<file path="src/rtl/nco_phase_gen.sv">
// Phase-accumulator NCO feeding a CORDIC rotator: folds the phase into [-pi/2, pi/2)
// and delays the matching negate flag by the rotator latency.
module nco_phase_gen #(
  parameter int PHASE_WIDTH = 32,
  parameter int ANGLE_WIDTH = 32,
  parameter int PIPE_DELAY  = 14
) (
  input  logic                   clk,
  input  logic                   rst,
  input  logic                   en,
  input  logic [PHASE_WIDTH-1:0] fcw_in,
  input  logic                   fcw_valid,
  output logic                   fcw_ready,
  input  logic                   phase_clr,
  input  logic [PHASE_WIDTH-1:0] phase_offset_in,
  output logic [ANGLE_WIDTH-1:0] angle_out,
  output logic                   angle_valid,
  output logic                   flip_out,
  output logic                   flip_valid
);

  logic [PHASE_WIDTH-1:0] acc;
  logic [PHASE_WIDTH-1:0] fcw_act;
  logic [PHASE_WIDTH-1:0] fcw_pend;
  logic                   pend_v;
  logic                   flip_r;

  logic [PHASE_WIDTH-1:0] fold_phase;
  logic                   fold_flip;

  logic dly_flip [PIPE_DELAY];
  logic dly_vld  [PIPE_DELAY];

  assign fcw_ready = !pend_v;

  // Quadrants II/III are moved by +/-pi (toggle the MSB); the rotator output is negated later.
  always_comb begin
    fold_phase = acc;
    fold_flip  = 1'b0;
    if (acc[PHASE_WIDTH-1] != acc[PHASE_WIDTH-2]) begin
      fold_phase = {~acc[PHASE_WIDTH-1], acc[PHASE_WIDTH-2:0]};
      fold_flip  = 1'b1;
    end
  end

  always_ff @(posedge clk or posedge rst) begin
    if (rst) begin
      fcw_pend <= '0;
      pend_v   <= 1'b0;
      fcw_act  <= '0;
    end else if (fcw_valid && !pend_v) begin
      fcw_pend <= fcw_in;
      pend_v   <= 1'b1;
    end else if (en && pend_v) begin
      fcw_act <= fcw_pend;
      pend_v  <= 1'b0;
    end
  end

  always_ff @(posedge clk or posedge rst) begin
    if (rst) begin
      acc <= '0;
    end else if (phase_clr) begin
      acc <= phase_offset_in;
    end else if (en) begin
      acc <= acc + fcw_act;
    end
  end

  // Samples the pre-update phase, so a phase_clr cycle still emits the old phase.
  always_ff @(posedge clk or posedge rst) begin
    if (rst) begin
      angle_out   <= '0;
      angle_valid <= 1'b0;
      flip_r      <= 1'b0;
    end else if (en) begin
      angle_out   <= fold_phase[PHASE_WIDTH-1 -: ANGLE_WIDTH];
      angle_valid <= 1'b1;
      flip_r      <= fold_flip;
    end else begin
      angle_valid <= 1'b0;
    end
  end

  // Free-running, like the rotator pipeline it tracks.
  always_ff @(posedge clk or posedge rst) begin
    if (rst) begin
      for (int i = 0; i < PIPE_DELAY; i++) begin
        dly_flip[i] <= 1'b0;
        dly_vld[i]  <= 1'b0;
      end
    end else begin
      dly_flip[0] <= flip_r & angle_valid;
      dly_vld[0]  <= angle_valid;
      for (int i = 1; i < PIPE_DELAY; i++) begin
        dly_flip[i] <= dly_flip[i-1];
        dly_vld[i]  <= dly_vld[i-1];
      end
    end
  end

  assign flip_out   = dly_flip[PIPE_DELAY-1];
  assign flip_valid = dly_vld[PIPE_DELAY-1];

endmodule

</file>
<file path="config.mk">
export PLATFORM = sky130hd
export DESIGN_NAME = nco_phase_gen
export DESIGN_NICKNAME = d
export VERILOG_FILES = /design/src/rtl/nco_phase_gen.sv
export SDC_FILE = /design/constraint.sdc
export NUM_CORES = 1
export LEC_CHECK = 0
export ABC_AREA = 1
export CAP_MARGIN = 10
export CORE_MARGIN = 1
export CORE_UTILIZATION = 60
export CTS_CLUSTER_DIAMETER = 50
export DETAILED_ROUTE_END_ITERATION = 10
export PLACE_DENSITY = 0.83
export SLEW_MARGIN = 0
export SYNTH_ARGS = -nofsm -noshare
export SYNTH_HDL_FRONTEND = slang
export SYNTH_SLANG_ARGS = --single-unit
</file>
<file path="constraint.sdc">
create_clock -name clk -period 13.2 [get_ports clk]
set_clock_uncertainty 0.05 [all_clocks]
set_input_delay 1.32 -clock clk [delete_from_list [all_inputs] [get_ports clk]]
set_output_delay 1.32 -clock clk [all_outputs]
set_load 0.005 [all_outputs]
</file>
==> results.sh, run 1 <==
export IMPL_grt_antenna_before_repair=0
export IMPL_r2r_end="acc[28]"
export IMPL_num_rows=41
export IMPL_rsz0062_at_grt="false"
export IMPL_synth_edf_count=0
export IMPL_crit_arrival_ps=3370
export IMPL_hold_path_class="flip-flop to flip-flop"
export IMPL_synth_async_sr_flop_share=1.00
export IMPL_nFillCells=961
export IMPL_antennaDiodeCount=0
export IMPL_reg2reg_depth=10
export IMPL_slew_headroom=0.259
export IMPL_vdd_drop_max_mv=0.163
export IMPL_nNetsFinal=1241
export IMPL_critPathLaunchType="input pin"
export IMPL_endpoint="acc[7]"
export IMPL_grtUsageTotal=0.307
export IMPL_cp_required_ps=13490
export IMPL_wirelength_um=20100
export IMPL_cp_max_fo=34
export IMPL_synth_top_area_cell="dfrtp_1"
export IMPL_ys_seq_area_frac=0.496
export IMPL_yosys_most_used_dff="dfrtp_1"
export IMPL_die_area_sq_um=13800
export IMPL_status="finished clean"
export IMPL_core_area_sq_um=12800
export IMPL_synth_fp_nets=1141
export IMPL_cts_root_buf="clkbuf_16"
export IMPL_viasPerCell=5.31
export IMPL_yosysWarnings=0
export IMPL_io_buffers=104
export IMPL_dpl_hpwl_um=14200
export IMPL_cp_startpoint="phase_clr"
export IMPL_hold_viol=0
export IMPL_syn_area_per_cell_sq_um=7.72
export IMPL_cts_tree="done"
export IMPL_area_growth_pct=21.9
export IMPL_netlist_area_sq_um=8030
export IMPL_worstSetupPathType="input pin to flip-flop"
export IMPL_cp_end_kind="flip-flop"
export IMPL_r2r_start="acc[0]"
export IMPL_cts_setup_buffers=0
export IMPL_regToRegSetupSlack_ps=10920
export IMPL_ys_top_cells_by_area="dfrtp_1 (50%), nand2_1 (18%), inv_1 (7.4%)"
export IMPL_antenna_left=0
export IMPL_drtPass1Iterations=7
export IMPL_fin_setup_tns_ps=0
export IMPL_drv_slew=0
export IMPL_topRoutingLayerUsed="met4"
export IMPL_syn_instance_count=1040
export IMPL_die_h_um=118
export IMPL_overflow=0
export IMPL_cts_repair_resized=0
export IMPL_setup_violations=0
export IMPL_cts_made_buffers=17
export IMPL_vias=7036
export IMPL_wl_met1_um=9000
export IMPL_wire_per_inst_um=15.2
export IMPL_finalCritPeriodShare=0.233
export IMPL_io_pins=105
export IMPL_final_cell_mix="nand2_1 (378), dfrtp_1 (159), inv_1 (158)"
export IMPL_start_util=0.626
export IMPL_gp_congestion=1.01
export IMPL_path_clk_slew_ps=70
export IMPL_fmax_mhz=325
export IMPL_dpl_cell_count=1293
export IMPL_min_period_ps=3080
export IMPL_drt_initial_drc_count=602
export IMPL_wl_met3_um=1490
export IMPL_dr_wl_met2_um=9240
export IMPL_fin_cells=1325
export IMPL_p_per_area_nw_per_um2=200
export IMPL_hold_buffers=0
export IMPL_drcViolationCount=0
export IMPL_layout_commonest_cell="nand2_1"
export IMPL_synth_cell_types=26
export IMPL_netlist_area_leader_share=0.496
export IMPL_cts_max_level=4
export IMPL_drive_gt1_frac=0.0460
export IMPL_grt_pass1_wl_um=32900
export IMPL_cts_buffer_depth=2
export IMPL_grt_start_max_net_pins=88
export IMPL_cap_violations=0
export IMPL_cts_num_sinks=159
export IMPL_clock_latency_ps=430
export IMPL_p_leak_nw=5.23
export IMPL_tightest_slew_ps=1110
export IMPL_first_global_vias=6585
export IMPL_ys_ff_latch=159
export IMPL_die_w_um=118
final cells by class:
class	instances	area [sq um]	share of cell area
clock buffer	17	425	0.0435
clock inverter	15	150	0.0153
inverter	159	602	0.0615
multi-input combinational	693	3330	0.340
sequential	159	3980	0.407
tap	172	215	0.0220
timing repair buffer	110	1090	0.111
layer usage:
metal	vias up	GRT usage
met3	36	0.0538
met5	-	0
met4	0	0.108
met1	3262	0.438
met2	302	0.473
li1	3436	-
worst max-delay path: stages:
cell and delay [ps]:
clkdlybuf4s50_1 400, buf_4 240, nor2_2 860, inv_1 260, o221ai_1 270
how the worst min path moves through the flow:
stage | start | cells after the start | to | slack (ps)
3_3_place_gp | dly_flip[7] | 0 | dly_flip[6] | 290
2_1_floorplan | dly_flip[11] | 0 | dly_flip[10] | 280
3_5_place_dp | dly_vld[10] | 0 | dly_vld[9] | 290
6_report | dly_flip[13] | 0 | dly_flip[12] | 300
5_1_grt | dly_vld[12] | 0 | dly_vld[11] | 310
4_1_cts | dly_flip[13] | 0 | dly_flip[12] | 300
power by group:
| part | leakage [nW] | internal (mW) | switching [mW] |
|---|---|---|---|
| combinational | 3.06 | 0.304 | 0.476 |
| clock | 0.269 | 0.265 | 0.215 |
| sequential | 1.90 | 0.604 | 0.0935 |
cell usage after synthesis, types with 4 or more instances:
library cell and instances:
nand2_1 379, nand2_2 6, o21ai_0 44, dfrtp_1 159, ha_1 31, buf_1 4
nand3_1 46, buf_2 11, o221ai_1 5, xnor2_1 12, nor2_1 70, o21ai_1 4
inv_1 159, a22oi_1 21, nand3_2 4, clkbuf_1 13, a21oi_1 54
state kept, by name (all words and copies together) (netlist names):
| signal | count |
|---|---|
| flip_valid | 1 |
| fcw_act | 32 |
| angle_valid | 1 |
| flip_out | 1 |
| angle_out | 32 |
| pend_v | 1 |
| dly_flip | 13 |
| flip_r | 1 |
| acc | 32 |
| dly_vld | 13 |
| fcw_pend | 32 |
kinds of logic after synthesis:
| kind of cell | share of synthesized area |
|---|---|
| AOI/OAI and AO/OA | 0.0934 |
| and+or+nand+nor | 0.257 |
| xor gates and xnor gates | 0.0131 |
| DFF | 0.496 |
| adders and majority gates | 0.0508 |
| buffers and inverters | 0.0901 |
metrics by stage:
| step | hold slack [ps] | utilization | cell area [sq um] | setup WS, ps | power (mW) |
|---|---|---|---|---|---|
| 6_report | 303 | 0.763 | 9780 | 10120 | 1.96 |
| 5_1_grt | 311 | 0.763 | 9780 | 10000 | 2.10 |
| 4_1_cts | 304 | 0.763 | 9780 | 10190 | 1.95 |
| 3_5_place_dp | 287 | 0.718 | 9210 | 9750 | 1.46 |
| 3_3_place_gp | 285 | 0.718 | 9210 | 9790 | 1.43 |
| 2_1_floorplan | 281 | - | 8030 | 7540 | 1.21 |
No activity file was read; power rests on OpenSTA's default activity.
==> run 2: changes to the inputs <==
Settings changed: CORE_UTILIZATION 60 to 56, PLACE_DENSITY 0.83 to 0.78.
Clock period 13.2 ns to 3.15 ns, I/O delays scaled along.
==> run 2 against run 1 <==
Net effect: via count fell by 3.3%; total power increased to 4.2 times the previous value; non-clock buffer count rose by 2.
==> results.sh, run 2 (same netlist as run 1, synthesis figures left out) <==
export IMPL_power_internal_mw=5.09
export IMPL_worst_hold_slack_ps=298
export IMPL_wire_per_inst_um=14.2
export IMPL_worst_path_max_delay_cell="fa_1"
export IMPL_overflow=0
export IMPL_finalCritPeriodShare=0.703
export IMPL_seqPwrFrac=0.350
export IMPL_cts_made_buffers=17
export IMPL_drive_gt1_frac=0.0468
export IMPL_dpl_hpwl_um=13900
export IMPL_cts_tree="done"
export IMPL_io_buffers=104
export IMPL_drv_slew=0
export IMPL_fin_setup_tns_ps=0
export IMPL_viasPerCell=5.10
export IMPL_r2r_start="acc[0]"
export IMPL_cts_root_buf="clkbuf_16"
export IMPL_cpMostUsedCell="nand3_1"
export IMPL_num_rows=43
export IMPL_cap_violations=0
export IMPL_die_h_um=122
export IMPL_clock_latency_ps=430
export IMPL_cp_num_buf_inv=0
export IMPL_min_delay_start="dly_vld[6]"
export IMPL_crit_arrival_ps=2480
export IMPL_grt_pass1_wl_um=31100
export IMPL_worstSetupPathType="flip-flop to flip-flop"
export IMPL_hold_path_endpoint="dly_vld[5]"
export IMPL_die_w_um=122
export IMPL_cts_max_level=4
export IMPL_hold_depth=0
export IMPL_hold_viol=0
export IMPL_first_global_vias=6333
export IMPL_path_clk_slew_ps=60
export IMPL_wirelength_um=18900
export IMPL_core_area_sq_um=13900
export IMPL_grt_start_max_net_pins=160
export IMPL_cp_startpoint="acc[0]"
export IMPL_cts_repair_resized=0
export IMPL_cp_max_fo=4
export IMPL_r2r_end="acc[28]"
export IMPL_setup_ws_ps=937
export IMPL_rsz0062_at_grt="false"
export IMPL_hold_buffers=0
export IMPL_layout_commonest_cell="nand2_1"
export IMPL_area_growth_pct=22.9
export IMPL_nNetsFinal=1243
export IMPL_die_area_sq_um=14800
export IMPL_gp_congestion=0.953
export IMPL_vdd_drop_max_mv=0.483
export IMPL_crit_chain="ha_1, fa_1, nand3_1, nand3_1, nand3_1, nand3_1, nand2_1, nand3_1, nand3_1, nand2_1"
export IMPL_antenna_left=0
export IMPL_status="finished clean"
export IMPL_min_period_ps=2210
export IMPL_final_cell_mix="nand2_1 (378), dfrtp_1 (159), inv_1 (158)"
export IMPL_p_per_area_nw_per_um2=840
export IMPL_critPathTopFamily="simple AND/OR/NAND/NOR gates"
export IMPL_cp_required_ps=3420
export IMPL_io_pins=105
export IMPL_hold_path_class="flip-flop to flip-flop"
export IMPL_setup_violations=0
export IMPL_p_clk_frac=0.258
export IMPL_grt_antenna_before_repair=0
export IMPL_critPathLaunchType="flip-flop"
export IMPL_drt_initial_drc_count=475
export IMPL_switching_power_mw=3.19
export IMPL_cts_num_sinks=159
export IMPL_regToRegSetupSlack_ps=940
export IMPL_p_leak_nw=5.26
export IMPL_switching_share=0.386
export IMPL_drcViolationCount=0
export IMPL_grtUsageTotal=0.278
export IMPL_start_util=0.576
export IMPL_cp_end_kind="flip-flop"
export IMPL_comb_power_share=0.392
export IMPL_vias=6801
export IMPL_crit_path_max_incr_delay_ps=450
export IMPL_antennaDiodeCount=0
export IMPL_slew_headroom=0.325
export IMPL_fmax_mhz=452
export IMPL_cts_setup_buffers=0
export IMPL_tightest_slew_ps=1010
export IMPL_reg2reg_depth=10
export IMPL_drtPass1Iterations=5
export IMPL_cts_buffer_depth=2
export IMPL_pre_cts_slack_ps=1000
[run 2: worst reg2reg max path, stage by stage, from the launching register on]
cell     delay, ps
dfrtp_1        400
ha_1           250
fa_1           450
nand3_1        110
nand3_1        150
nand3_1        110
nand3_1        160
nand2_1        130
nand3_1         90
nand3_1        120
nand2_1         70
[run 2: through the flow]
step / area, sq um / std cells / util / power, mW
after global placement: 9240 / 1303 / 0.663 / 6.05
final: 9860 / 1334 / 0.708 / 8.28
after detailed placement: 9240 / 1303 / 0.663 / 6.12
after floorplan: 8030 / 1040 / - / 5.07
after CTS: 9860 / 1334 / 0.708 / 8.28
after global routing: 9860 / 1334 / 0.708 / 8.91
[run 2: worst max path at each step]
stage,end,slack (ps),cells after the start
finish,acc[28],940,10
global route,acc[28],820,10
CTS,acc[28],940,10
detailed placement,acc[28],1000,10
global placement,acc[28],1040,10
floorplan,acc[0],770,1
[run 2: power by group through the flow]
stage	Combinational [mW]	Sequential, mW	Clock, mW
4_1_cts	3.23	2.89	2.15
3_3_place_gp	3.15	2.90	0
6_report	3.25	2.90	2.13
5_1_grt	3.71	2.95	2.25
2_1_floorplan	2.28	2.79	0
3_5_place_dp	3.20	2.92	0
[run 2: layer usage]
layer / share of wire / track usage / vias up
li1: - / - / 3439
met1: 0.49 / 0.415 / 3116
met2: 0.43 / 0.404 / 218
met3: 0.064 / 0.0543 / 28
met4: 0.019 / 0.0926 / 0
met5: 0 / 0 / -
[run 2: area by class of cell]
type / count / area, sq um
fill: 1135 / 4070
sequential: 159 / 3980
multi-input combinational: 693 / 3330
timing repair buffer: 112 / 1110
inverter: 159 / 601
clock buffer: 18 / 439
tap: 180 / 225
clock inverter: 13 / 178
